**src/rtl/seq_detect_param.sv**
```systemverilog
// Runtime-configurable serial pattern detector with a Mealy match output,
// overlap/non-overlap modes and a saturating match counter.
module seq_detect_param #(
  parameter int unsigned         MAX_LEN = 8,
  parameter int unsigned         CNT_W   = 16,
  parameter logic [MAX_LEN-1:0]  DEF_PAT = 8'b0000_1011,
  parameter int unsigned         DEF_LEN = 4,
  parameter bit                  DEF_OVL = 1'b1,
  localparam int unsigned        LW      = $clog2(MAX_LEN + 1)
) (
  input  logic               clk_i,
  input  logic               clr_i,
  input  logic               valid_i,
  input  logic               input_i,
  input  logic               cfg_load_i,
  input  logic [MAX_LEN-1:0] pat_i,
  input  logic [LW-1:0]      len_i,
  input  logic               overlap_i,
  input  logic               cnt_clr_i,
  output logic               match_o,
  output logic               match_q_o,
  output logic [CNT_W-1:0]   match_cnt_o,
  output logic [LW-1:0]      fill_o,
  output logic               cfg_err_o
);

  localparam logic [MAX_LEN:0] One     = {{MAX_LEN{1'b0}}, 1'b1};
  localparam logic [LW-1:0]    FillMax = LW'(MAX_LEN);
  localparam logic [CNT_W-1:0] CntMax  = {CNT_W{1'b1}};

  logic [MAX_LEN-1:0] hist_q, hist_d;
  logic [MAX_LEN-1:0] pat_q;
  logic [LW-1:0]      len_q;
  logic               ovl_q;
  logic               err_q;
  logic [LW-1:0]      fill_q, fill_d;
  logic [CNT_W-1:0]   cnt_q, cnt_d;
  logic               match_q;

  logic               accepted;
  logic [MAX_LEN-1:0] window;
  logic [MAX_LEN:0]   mask_w;
  logic [MAX_LEN-1:0] mask;
  logic               enough;
  logic               hit;

  assign accepted = valid_i & ~cfg_load_i;
  assign window   = {hist_q[MAX_LEN-2:0], input_i};

  // Mask is one bit wider so a full-length pattern yields all ones.
  assign mask_w = (One << len_q) - One;
  assign mask   = mask_w[MAX_LEN-1:0];

  // fill >= len-1, written as fill+1 >= len to stay unsigned.
  assign enough = ({1'b0, fill_q} + {{LW{1'b0}}, 1'b1}) >= {1'b0, len_q};
  assign hit    = ((window & mask) == (pat_q & mask));

  assign match_o = accepted & ~err_q & enough & hit;

  always_comb begin
    hist_d = hist_q;
    fill_d = fill_q;
    if (cfg_load_i) begin
      hist_d = '0;
      fill_d = '0;
    end else if (accepted) begin
      hist_d = window;
      if (match_o && !ovl_q) begin
        fill_d = '0;
      end else if (fill_q != FillMax) begin
        fill_d = fill_q + {{(LW-1){1'b0}}, 1'b1};
      end
    end
  end

  always_comb begin
    cnt_d = cnt_q;
    if (cnt_clr_i) begin
      cnt_d = '0;
    end else if (match_o && (cnt_q != CntMax)) begin
      cnt_d = cnt_q + {{(CNT_W-1){1'b0}}, 1'b1};
    end
  end

  always_ff @(posedge clk_i or posedge clr_i) begin
    if (clr_i) begin
      hist_q  <= '0;
      fill_q  <= '0;
      cnt_q   <= '0;
      match_q <= 1'b0;
    end else begin
      hist_q  <= hist_d;
      fill_q  <= fill_d;
      cnt_q   <= cnt_d;
      match_q <= match_o;
    end
  end

  // Active configuration; an illegal length still loads but disables matching.
  always_ff @(posedge clk_i or posedge clr_i) begin
    if (clr_i) begin
      pat_q <= DEF_PAT;
      len_q <= LW'(DEF_LEN);
      ovl_q <= DEF_OVL;
      err_q <= 1'b0;
    end else if (cfg_load_i) begin
      pat_q <= pat_i;
      len_q <= len_i;
      ovl_q <= overlap_i;
      err_q <= (len_i == '0) || (len_i > FillMax);
    end
  end

  assign match_q_o   = match_q;
  assign match_cnt_o = cnt_q;
  assign fill_o      = fill_q;
  assign cfg_err_o   = err_q;

endmodule

```
**config.mk**
```make
export PLATFORM = sky130hd
export DESIGN_NAME = seq_detect_param
export DESIGN_NICKNAME = d
export VERILOG_FILES = /design/src/rtl/seq_detect_param.sv
export SDC_FILE = /design/constraint.sdc
export NUM_CORES = 1
export LEC_CHECK = 0
export ABC_AREA = 1
export CAP_MARGIN = 30
export CORE_MARGIN = 4
export CORE_UTILIZATION = 55
export CTS_BUF_LIST = sky130_fd_sc_hd__clkbuf_8
export DETAILED_ROUTE_END_ITERATION = 8
export DONT_BUFFER_PORTS = 1
export PLACE_DENSITY_LB_ADDON = 0.25
export SLEW_MARGIN = 10
export SYNTH_ARGS = -nofsm -noshare
export SYNTH_HDL_FRONTEND = slang
export SYNTH_SLANG_ARGS = --single-unit
```
**constraint.sdc**
```tcl
create_clock -name clk_i -period 4.8 [get_ports clk_i]
set_input_delay 1.44 -clock clk_i [delete_from_list [all_inputs] [get_ports clk_i]]
set_output_delay 1.44 -clock clk_i [all_outputs]
set_load 0.03 [all_outputs]
```
# After elaboration in Yosys (flattened, before gate mapping)
# Index checks and enable logic that the tools add are counted.
[word_totals]
register_bits = 42
out_inout_bits = 23
word_cells = 43
inputBits = 19
[op_classes]
add_sub_neg = 4
muxes = 8
n_shift = 1
bitwise_logic = 8
n_reduce_logical = 9
order_cmp = 2
eq_ne = 3
[ops]
columns = ["cell", "count"]
rows = [
  ["16-bit 2-to-1 mux", 2],
  ["16-bit by 1-bit adder with 16-bit output, second input constant", 1],
  ["8-bit AND", 2],
  ["4-bit 2-to-1 mux", 4],
  ["16-bit inequality test, second input constant", 1],
  ["7-bit 2-to-1 mux", 2],
  ["8-bit == test", 1],
  ["1-bit by 4-bit << shifter with 8-bit output, first input constant", 1],
  ["8-bit by 1-bit subtractor with 8-bit output, second input constant", 1],
  ["4-bit by 1-bit adder with 5-bit output, second input constant", 1],
  ["5-bit by 4-bit greater-or-equal comparator with 1-bit output", 1],
  ["4-bit by 1-bit adder with 4-bit output, second input constant", 1],
  ["1-bit AND", 4],
  ["4-bit > comparator, second input constant", 1],
  ["4-bit logical NOT", 1],
  ["4-bit inequality test, second input constant", 1],
  ["2-bit nonzero test", 2],
  ["3-bit nonzero test", 1],
  ["1-bit logical AND", 2],
  ["1-bit inverter", 2],
  ["2-bit AND reduction", 1],
  ["1-bit logical NOT", 1],
  ["1-bit logical OR", 1],
]

# Logic depth before layout (Yosys ltp)
[logic_depth]
depth_word = 9
depth_mapped = 15
ltp_nobuf = 14

# Worst setup path after synthesis
# OpenSTA, ideal clock, no wires.
[synth_path]
path_kind = "input to output"
from = "in cfg_load_i"
to = "out match_o"
n_path_buf = 0
arrival_time_ns = 2.187
cell_stages = 9
slack_ns = 1.173
t_required_ns = 3.360
cell_sequence = "inv_4 > nand2_4 > nor2_4 > nand3_2 > nor2_2 > nand3_2 > nor2_4 > nand2_4 > clkinv_4"
[synth_between]
elab_chain_cells = 5
[synth_lines]
columns = ["element", "line_no", "rtl"]
rows = [
  ["start: declaration", "15", "input logic cfg_load_i,"],
  ["1-bit inverter", "47", "assign accepted = valid_i & ~cfg_load_i;"],
  ["1-bit AND", "47", ""],
  ["1-bit AND (3 in a row)", "58", "assign match_o = accepted & ~err_q & enough & hit;"],
  ["end: declaration", "20", "output logic match_o,"],
]
# No other way between the ends.

# Final worst setup path
[layout_path]
from = "reg fill_q[0] (netlist: fill_o[0])"
to = "out match_o"
[layout_between]
elab_chain_cells = 4
[layout_lines]
columns = ["element", "line_no", "rtl"]
rows = [
  ["start: declaration", "36", "logic [LW-1:0] fill_q, fill_d;"],
  ["start signal: assignment", "93", "fill_q <= fill_d;"],
  ["4-bit by 1-bit adder with 5-bit output", "55", "assign enough = ({1'b0, fill_q} + {{LW{1'b0}}, 1'b1}) >= {1'b0, len_q};"],
  ["5-bit by 4-bit greater-or-equal comparator with 1-bit output", "55", ""],
  ["1-bit AND (2 in a row)", "58", ""],
]
# No other way between the ends.

==> run metrics <==
startpoint type of the worst setup path=flip-flop; count of pins over their slew limit=0; cell at the root of the clock tree=sky130_fd_sc_hd__clkbuf_8; final number of setup-violating endpoints=0; final period utilization=78.68%; number of synthesized register bits=42; Fin Clk Skew=0.004369 ns; starting density of the core=58.56%; maximum clock frequency=264.8 MHz; portion of the post-synthesis area used by sequential elements=40.35%; Resize count post-CTS=0; max-slew headroom at the worst pin=65.98%; number of warnings issued by yosys=0; Setup CP Type=flip-flop to primary output; synthesized net count=358; number of antenna repair diodes=0; wire length per cell after detailed routing=13.90 um; length of the first detailed-routing pass in iterations=5; status=completed; maximum vdd ir drop=0.1659 mV; share of the core filled with cells in the final layout=61.52%; switching part of the total power=30.20%; global-route wire length before repair=around 9300 um; pin count of the biggest net entering global routing=43; layout-stage area growth over the synthesis result=5.062%; CTS clk-pin slew, worst paths=~0.08 ns; element type at the critical path end=primary output; Post-Syn Area=2620 um^2; placeable core region=4474 um^2; cell type with the highest aggregate area in the netlist=sky130_fd_sc_hd__dfrtp_1; total wirelength of the detailed-routed design=5367 um; remaining global-route overflow=0; Clk network pwr share=33.9%; die extent in y=77.02 um; DR vias=between 2,000 and 2,500; Pwr per Cell Area=298.5 nW/um^2; RD Place Congestion=0.8723; number of hold violations in the final report=0; count of max-cap constraint violations=0; number of library cell types mapped by synthesis=33; I/O pin cnt=42; number of nets in the layout=360; CTS tree=yes; internal cell power=573.6 uW; share of the synthesized area in the top cell type=35.34%; H-Tree Depth=2; class of the tightest hold or removal check=flip-flop to flip-flop; total negative slack=0 ns; leakage power figure=approximately 1.3 nW; number of CTS-inserted buffers=5; horizontal die dimension=77.02 um; proportion of power drawn by flip-flops and latches=between 50% and 60%; post-CTS setup buffer count=0; Data arrival, critical path=2.34 ns; latest clock arrival within the worst-skew pair=0.30 ns; DRC Markers=0; share of cells above drive strength 1=~15%; placed wire-length estimate after detailed placement=4040 um; number of global-route vias before repair=between 2,000 and 2,500; Post-CTS Hold Buffers=0; slew at the pin with the worst max-slew slack=0.5063 ns; count of input and output buffers=0; synth top area cells=sky130_fd_sc_hd__dfrtp_1, sky130_fd_sc_hd__nand2_1, sky130_fd_sc_hd__inv_1, sky130_fd_sc_hd__dfstp_2, sky130_fd_sc_hd__xor2_1; total clock sinks=42; Max Fanout on Critical Path=6; maximum number of buffers from clock root to sink=2; initial antenna violation count=0; Die Area=5932 um^2; final critical path time including I/O delays and setup=3.777 ns; number of cell rows=24; combinational power share=~15%; critical path required time=3.36 ns; Avg Synthesized Cell Area=7.915 um^2; post-route ant nets=0; gate count of the mapped netlist=331; violation count after the first detailed-route iteration=~110; switching power total=~250 uW; setup repair after global routing missed its margin=false; total power=821.8 uW; overall fraction of global-route tracks in use=between 10% and 20%; via density per instance=roughly 5.5
[path summary, 6_finish.rpt]
check / from / endpoint / slack [ns] / cells after the start
max: fill_o[0]$_DFFE_PP0P_ / match_o / 1.02 / 9
min: pat_q[2]$_DFFE_PP0P_ / pat_q[2]$_DFFE_PP0P_ / 0.50 / 2
max reg2reg: fill_o[0]$_DFFE_PP0P_ / match_cnt_o[6]$_DFFE_PP0P_ / 2.20 / 13
min reg2reg: pat_q[2]$_DFFE_PP0P_ / pat_q[2]$_DFFE_PP0P_ / 0.50 / 2
max in group asynchronous: clr_i / len_q[2]$_DFFE_PP1P_ / 3.29 / 2
min in group asynchronous: clr_i / match_cnt_o[4]$_DFFE_PP0P_ / 1.14 / 2
[logic make-up (layout without fill, tap and decap cells)]
group | count (synthesis) | after routing | share of synthesized area (%)
buffers and inverters | 57 | 60 | 9.503
DFF | 42 | 42 | 40.35
adders and majority gates | 8 | 8 | 3.821
xor gates and xnor gates | 14 | 14 | 4.680
and+or+nand+nor | 177 | 177 | 33.00
AOI/OAI and AO/OA | 33 | 33 | 8.643
[cell type report]
class	instances	area [um^2]
tap	52	65.06
timing repair buffer	1	7.507
multi-input combinational	232	1314
clock inverter	3	41.29
clock buffer	5	68.82
inverter	51	198.9
sequential	42	1057
fill	386	1722
[layout by cell type, fill, tap and decap left out, drive strengths merged]
cell and instances:
clkinv 3, buf 1, nor4 1, a31o 1, inv 49, dfrtp 37, o21ai 23, nand3 26
nor3b 1, o22ai 7, bufinv 1, nor2 28, nand4 11, xor2 14, clkinvlp 1, nor3 16
clkbuf 5, nand2 92, a22o 1, nand3b 2, a21oi 1, dfstp 5, ha 8
[stage by stage]
| step | instance area (um^2) | setup slack [ns] | hold WS, ns | instances |
|---|---|---|---|---|
| 2_1_floorplan | 2620 | 1.173 | 0.4610 | 331 |
| 3_3_place_gp | 2643 | 1.088 | 0.4768 | 378 |
| 3_5_place_dp | 2643 | 1.060 | 0.4856 | 378 |
| 4_1_cts | 2753 | 0.9946 | 0.5056 | 386 |
| 5_1_grt | 2753 | 0.8338 | 0.5259 | 386 |
| 6_report | 2753 | 1.023 | 0.4991 | 386 |
[flip-flops by register name, indices dropped and copies added, names as in the netlist]
name         count
cfg_err_o        1
fill_o           4
match_q_o        1
hist_q           7
pat_q            8
len_q            4
match_cnt_o     16
ovl_q            1
[cells in the mapped netlist]
| library cell | count |
|---|---|
| sky130_fd_sc_hd__nand3_2 | 2 |
| sky130_fd_sc_hd__nand4_1 | 10 |
| sky130_fd_sc_hd__inv_4 | 1 |
| sky130_fd_sc_hd__clkinv_4 | 1 |
| sky130_fd_sc_hd__xor2_1 | 14 |
| sky130_fd_sc_hd__nand4_2 | 1 |
| sky130_fd_sc_hd__ha_1 | 8 |
| sky130_fd_sc_hd__nor4_1 | 1 |
| sky130_fd_sc_hd__a22o_1 | 1 |
| sky130_fd_sc_hd__nand3_1 | 24 |
| sky130_fd_sc_hd__dfstp_2 | 5 |
| sky130_fd_sc_hd__nand2_1 | 82 |
| sky130_fd_sc_hd__o21ai_0 | 11 |
| sky130_fd_sc_hd__nand3b_1 | 2 |
| sky130_fd_sc_hd__o22ai_1 | 7 |
| sky130_fd_sc_hd__buf_8 | 1 |
| sky130_fd_sc_hd__a31o_2 | 1 |
| sky130_fd_sc_hd__o21ai_2 | 12 |
| sky130_fd_sc_hd__inv_1 | 44 |
| sky130_fd_sc_hd__nor2_4 | 3 |
| sky130_fd_sc_hd__clkbuf_1 | 4 |
| sky130_fd_sc_hd__nand2_2 | 6 |
| sky130_fd_sc_hd__inv_2 | 4 |
| sky130_fd_sc_hd__nand2_4 | 2 |
| sky130_fd_sc_hd__nor2_1 | 23 |
| sky130_fd_sc_hd__dfrtp_1 | 37 |
| sky130_fd_sc_hd__a21oi_1 | 1 |
| sky130_fd_sc_hd__nor3b_1 | 1 |
| sky130_fd_sc_hd__buf_12 | 1 |
| sky130_fd_sc_hd__nor3_1 | 16 |
| sky130_fd_sc_hd__clkinv_1 | 1 |
| sky130_fd_sc_hd__nand2_8 | 2 |
| sky130_fd_sc_hd__nor2_2 | 2 |
[power by group through the flow]
stage,Clock (mW),Combinational (mW),Sequential (mW)
CTS,0.285,0.125,0.419
global placement,0,0.119,0.425
finish,0.279,0.124,0.419
floorplan,0,0.107,0.419
global route,0.306,0.144,0.422
detailed placement,0,0.125,0.426
[worst max-delay path, cell delays in order (launching register included)]
cell                       delay [ns]
sky130_fd_sc_hd__dfrtp_1         0.61
sky130_fd_sc_hd__inv_1           0.12
sky130_fd_sc_hd__ha_1            0.34
sky130_fd_sc_hd__ha_1            0.28
sky130_fd_sc_hd__a21oi_1         0.14
sky130_fd_sc_hd__nor2_1          0.05
sky130_fd_sc_hd__o21ai_0         0.15
sky130_fd_sc_hd__nand2_1         0.12
sky130_fd_sc_hd__nand2_4         0.10
sky130_fd_sc_hd__clkinv_4        0.12
[layer usage]
layer / routed length, um / vias up / track usage [%]
li1: - / 1071 / -
met1: 2310 / 995 / 23.14
met2: 2566 / 55 / 32.23
met3: 383 / 12 / 6.909
met4: 106 / 0 / 7.829
met5: 0 / - / 0
Power figures use the tool's default switching activity.
